`src/rtl/exposure_timer_pkg.sv`:
```
// Shared definitions for the exposure timer: FSM state encoding and mode constants.
package exposure_timer_pkg;

    typedef enum logic {
        ST_IDLE = 1'b0,
        ST_RUN  = 1'b1
    } state_t;

    localparam logic MODE_ONESHOT = 1'b0;
    localparam logic MODE_AUTO    = 1'b1;

endpackage

```
`src/rtl/exposure_timer_tick_prescaler.sv`:
```
// Divides Clk into time units; Tick is high during the last cycle of each unit.
module tick_prescaler #(
    parameter int PRESCALE = 1
) (
    input  logic Clk,
    input  logic Reset,
    input  logic Clr,
    input  logic En,
    output logic Tick
);

    localparam int PW = (PRESCALE > 1) ? $clog2(PRESCALE) : 1;
    localparam logic [PW-1:0] LAST = PW'(PRESCALE - 1);

    logic [PW-1:0] cnt;

    always_ff @(posedge Clk or negedge Reset) begin
        if (!Reset)
            cnt <= '0;
        else if (Clr)
            cnt <= '0;
        else if (En)
            cnt <= (cnt == LAST) ? '0 : cnt + 1'b1;
    end

    assign Tick = En && (cnt == LAST);

endmodule

```
`src/rtl/exposure_timer.sv`:
```
// Exposure timer: counts a clamped exposure time in prescaled units, pulses Ovf on
// expiry, with abort and one-shot / auto-restart modes.
module exposure_timer
    import exposure_timer_pkg::*;
#(
    parameter int TIME_W   = 5,
    parameter int PRESCALE = 1,
    parameter int MIN_TIME = 2,
    parameter int MAX_TIME = 30
) (
    input  logic              Clk,
    input  logic              Reset,
    input  logic              Start,
    input  logic              Abort,
    input  logic              Mode,
    input  logic [TIME_W-1:0] EX_time,
    output logic              Busy,
    output logic              Ovf,
    output logic [TIME_W-1:0] Count,
    output logic [TIME_W-1:0] Ex_latched
);

    localparam logic [TIME_W-1:0] MIN_T = TIME_W'(MIN_TIME);
    localparam logic [TIME_W-1:0] MAX_T = TIME_W'(MAX_TIME);
    localparam logic [TIME_W-1:0] ONE   = TIME_W'(1);

    state_t            state_q, state_d;
    logic [TIME_W-1:0] count_q, count_d;
    logic [TIME_W-1:0] ex_q, ex_d;
    logic              ovf_q, ovf_d;
    logic [TIME_W-1:0] t_clamp;
    logic              tick;

    tick_prescaler #(.PRESCALE(PRESCALE)) u_pre (
        .Clk   (Clk),
        .Reset (Reset),
        .Clr   (state_q == ST_IDLE),
        .En    (state_q == ST_RUN),
        .Tick  (tick)
    );

    always_comb begin
        t_clamp = EX_time;
        if (EX_time < MIN_T)
            t_clamp = MIN_T;
        else if (EX_time > MAX_T)
            t_clamp = MAX_T;
    end

    always_comb begin
        state_d = state_q;
        count_d = count_q;
        ex_d    = ex_q;
        ovf_d   = 1'b0;
        case (state_q)
            ST_IDLE: begin
                if (Start) begin
                    state_d = ST_RUN;
                    count_d = t_clamp;
                    ex_d    = t_clamp;
                end
            end
            ST_RUN: begin
                // Abort wins over an expiry landing on the same edge.
                if (Abort) begin
                    state_d = ST_IDLE;
                    count_d = '0;
                end else if (tick && count_q != '0) begin
                    count_d = count_q - 1'b1;
                    if (count_q == ONE) begin
                        ovf_d = 1'b1;
                        if (Mode == MODE_AUTO) begin
                            count_d = t_clamp;
                            ex_d    = t_clamp;
                        end else begin
                            state_d = ST_IDLE;
                        end
                    end
                end
            end
            default: state_d = ST_IDLE;
        endcase
    end

    always_ff @(posedge Clk or negedge Reset) begin
        if (!Reset) begin
            state_q <= ST_IDLE;
            count_q <= '0;
            ex_q    <= '0;
            ovf_q   <= 1'b0;
        end else begin
            state_q <= state_d;
            count_q <= count_d;
            ex_q    <= ex_d;
            ovf_q   <= ovf_d;
        end
    end

    assign Busy       = (state_q == ST_RUN);
    assign Ovf        = ovf_q;
    assign Count      = count_q;
    assign Ex_latched = ex_q;

endmodule

```
`config.mk`:
```
export PLATFORM = sky130hd
export DESIGN_NAME = exposure_timer
export DESIGN_NICKNAME = d
export VERILOG_FILES = /design/src/rtl/exposure_timer_pkg.sv /design/src/rtl/exposure_timer_tick_prescaler.sv /design/src/rtl/exposure_timer.sv
export SDC_FILE = /design/constraint.sdc
export NUM_CORES = 1
export LEC_CHECK = 0
export ABC_AREA = 1
export BUFFER_PORTS_ARGS = -buffer_cell sky130_fd_sc_hd__buf_2
export CAP_MARGIN = 20
export CORE_ASPECT_RATIO = 0.8
export CORE_UTILIZATION = 45
export DETAILED_ROUTE_END_ITERATION = 10
export PLACE_DENSITY = 0.73
export SYNTH_ARGS = -nofsm -noshare
export SYNTH_HDL_FRONTEND = slang
export SYNTH_SLANG_ARGS = --single-unit
```
`constraint.sdc`:
```
create_clock -name Clk -period 1.4 [get_ports Clk]
set_clock_uncertainty 0.15 [all_clocks]
set_input_delay 0.28 -clock Clk [delete_from_list [all_inputs] [get_ports Clk]]
set_output_delay 0.28 -clock Clk [all_outputs]
set_load 0.1 [all_outputs]
```
==> impl_metrics.tcl <==
set metrics [dict create \
    first_pass_iters 5 \
    rsz0062_at_grt "yes" \
    layout_common_cells "27 x nand2_1, 18 x nor2_1, 12 x buf_12, 12 x buf_4, 11 x inv_1" \
    slowest_delay_ns 0.49 \
    p_per_area_mw_per_mm2 1870 \
    place.gp.congestion 0.890 \
    port-buffer-count 21 \
    start_util_pct 49.2 \
    finalInstanceArea_mm2 0.00138 \
    fmax_ghz 0.602 \
    cp_common_cell "nand3_4" \
    vdd.ir_drop.worst_mv 1.29 \
    grt_overflow 0 \
    fin_crit_ns 1.66 \
    via_per_inst 5.38 \
    cp-end-kind "flip-flop" \
    cp_cell_sequence "inv_4, ha_4, inv_2, nor2_4, nand3_4, clkinv_4, nand3_4, nand3_1, nand2_1" \
    slew_headroom_pct 77.0 \
    synth_top_area_cell "dfrtp_1" \
    cts.clk_slew.worst_paths_ns 0.08 \
    grt_pass1_vias 929 \
    num_rows 13 \
    io_pins 22 \
    path_buf_inv 3 \
    track_usage_pct 30.1 \
    n_antenna_cell 0 \
    clockRootBuffer "clkbuf_4" \
    initialDrtViolationCount 64 \
    vias 952 \
    ys_ff_latch 12 \
    fin_cells 177 \
    outcome "finished, violations left" \
    antenna_found_initial 0 \
    min_period_over_period_pct 119 \
    crit_path_top_delay_cell "dfrtp_4" \
    violations "setup timing" \
    cp.depth 9 \
    placed_cells 168 \
    hold_viol 0 \
    path_class "flip-flop to flip-flop" \
    maxCapViolCount 0 \
    clock_latency_ns 0.28 \
    cts_tree "yes" \
    critPathMaxFanout 8 \
    ant_nets 0 \
    hold_ws_ns 0.0808 \
    area_growth_pct 67.4 \
    drc_errors 0 \
    wl_um 2750 \
    wl_per_cell_um 15.5 \
    hp-class "input pin to flip-flop" \
    start_kind "flip-flop" \
    syn_area_per_cell_um2 7.17 \
    syn_area_um2 825 \
    grt_max_degree 13 \
    fin_setup_tns_ns -3.03 \
    pre_cts_ws_ns -0.242 \
    ys_seq_area_share_pct 36.4 \
    cts_buffer_depth 2 \
    clock_sinks 12 \
    fp.dieW_um 49.9 \
    nets 168 \
    hpwlAfterDp_um 1810 \
    finalSetupViolCount 17 \
    cpLargestDelayFamily "simple AND/OR/NAND/NOR gates" \
    ff2ff_setup_slack_ns -0.26 \
    cts_max_level 1 \
    post_route_cells_drive_above_1_share_pct 45.8 \
    p_leak_nw 0.677 \
    crit_required_ns 1.42 \
    synth_area_leaders "dfrtp_1 36%, nand2_1 13%, nor2_1 8.6%, nand3_1 6.7%, inv_1 6.4%" \
    reg2reg_depth 9 \
    maxSlewViolCount 0 \
    yosysWarnings 0 \
    synth_top_area_share_pct 36.4 \
    grt_pass1_wl_um 4130 \
    setup_slack_ns -0.262 \
    syn_inst 115 \
    syn_nets 127 \
    ys_types 20 \
    placed_area_mm2 0.00125 \
    cts-buffers-inserted 3 \
    whs_path_depth 3 \
    die_h_um 40.3 \
    die_area_mm2 0.00201 \
    core_area_mm2 0.00168 \
    tightest_slew_ns 0.344 \
    final_common_cell "nand2_1" \
    cp.arrival_ns 1.69 \
]
[path summary, 6_finish.rpt]
| path | startpoint | endpoint |
|---|---|---|
| setup / recovery | Count[1]$_DFFE_PN0P_ | Ex_latched[1]$_DFFE_PN0P_ |
| hold / removal | EX_time[3] | Ex_latched[3]$_DFFE_PN0P_ |
| setup reg to reg | Count[1]$_DFFE_PN0P_ | Ex_latched[1]$_DFFE_PN0P_ |
| hold reg to reg | Ex_latched[4]$_DFFE_PN0P_ | Ex_latched[4]$_DFFE_PN0P_ |
| max in group asynchronous | Reset | Count[1]$_DFFE_PN0P_ |
| min in group asynchronous | Reset | Ex_latched[3]$_DFFE_PN0P_ |
[per-layer routing]
layer / track usage, % / wire length [um]
met5: 0 / 0
met4: 24.3 / 156
met3: 9.85 / 256
met2: 53.0 / 1290
met1: 31.0 / 1050
[state kept, by name, indices dropped and copies added (netlist names)]
name and cells:
Ex_latched 5, Busy 1, Count 5, Ovf 1
[kinds of logic (layout without fill, tap and decap cells)]
family	after synthesis	in the layout	synth area share, %
xor+xnor	1	1	1.06
buf+inv	18	58	9.26
fa+ha+maj	2	2	3.03
compound gates	9	9	5.46
flops	12	12	36.4
simple gates	73	73	44.8
[final cells by class]
cell class,instances,area [um2]
Sequential cell,12,315
Fill cell,87,295
Timing Repair Buffer,37,419
Clock buffer,4,36.3
Inverter,17,71.3
Multi-Input combinational cell,85,510
Tap cell,22,27.5
[synth_stat cells]
cell type   n
nand2_1    29
nor2_1     19
inv_1      14
dfrtp_1    12
nand3_1    11
a21oi_1     6
nand4_1     3
nor2_4      3
o21ai_0     3
ha_1        2
inv_2       2
nand3_4     2
nor3_1      2
buf_6       1
clkinv_2    1
nand2_2     1
nand2_4     1
nand4_2     1
or2_2       1
xnor2_1     1
[report_power, final]
group	internal, mW	switching, mW	leakage [nW]	total [mW]
Clock	0.159	0.124	0.0210	0.283
Sequential	0.448	0.119	0.141	0.567
Combinational	0.643	1.08	0.515	1.73
[metrics by stage]
step	util (%)	total power [mW]
after detailed placement	74.8	2.14
after global placement	74.8	2.10
final	82.4	2.58
after global routing	82.4	2.66
after CTS	82.2	2.54
after floorplan	-	1.52
[tightest hold or removal path, stage by stage]
cell,delay [ns]
buf_2,0.10
nand2_1,0.06
nand2_1,0.05
[timing repair]
action	CTS	global route
resized for setup	13	1
hold endpoints to repair	12	0
endpoints found under the setup margin	17	17
buffers inserted	4	0
hold buffers	1	0
pin swaps	5	3
Note: power is estimated with default switching activity, not from simulation.
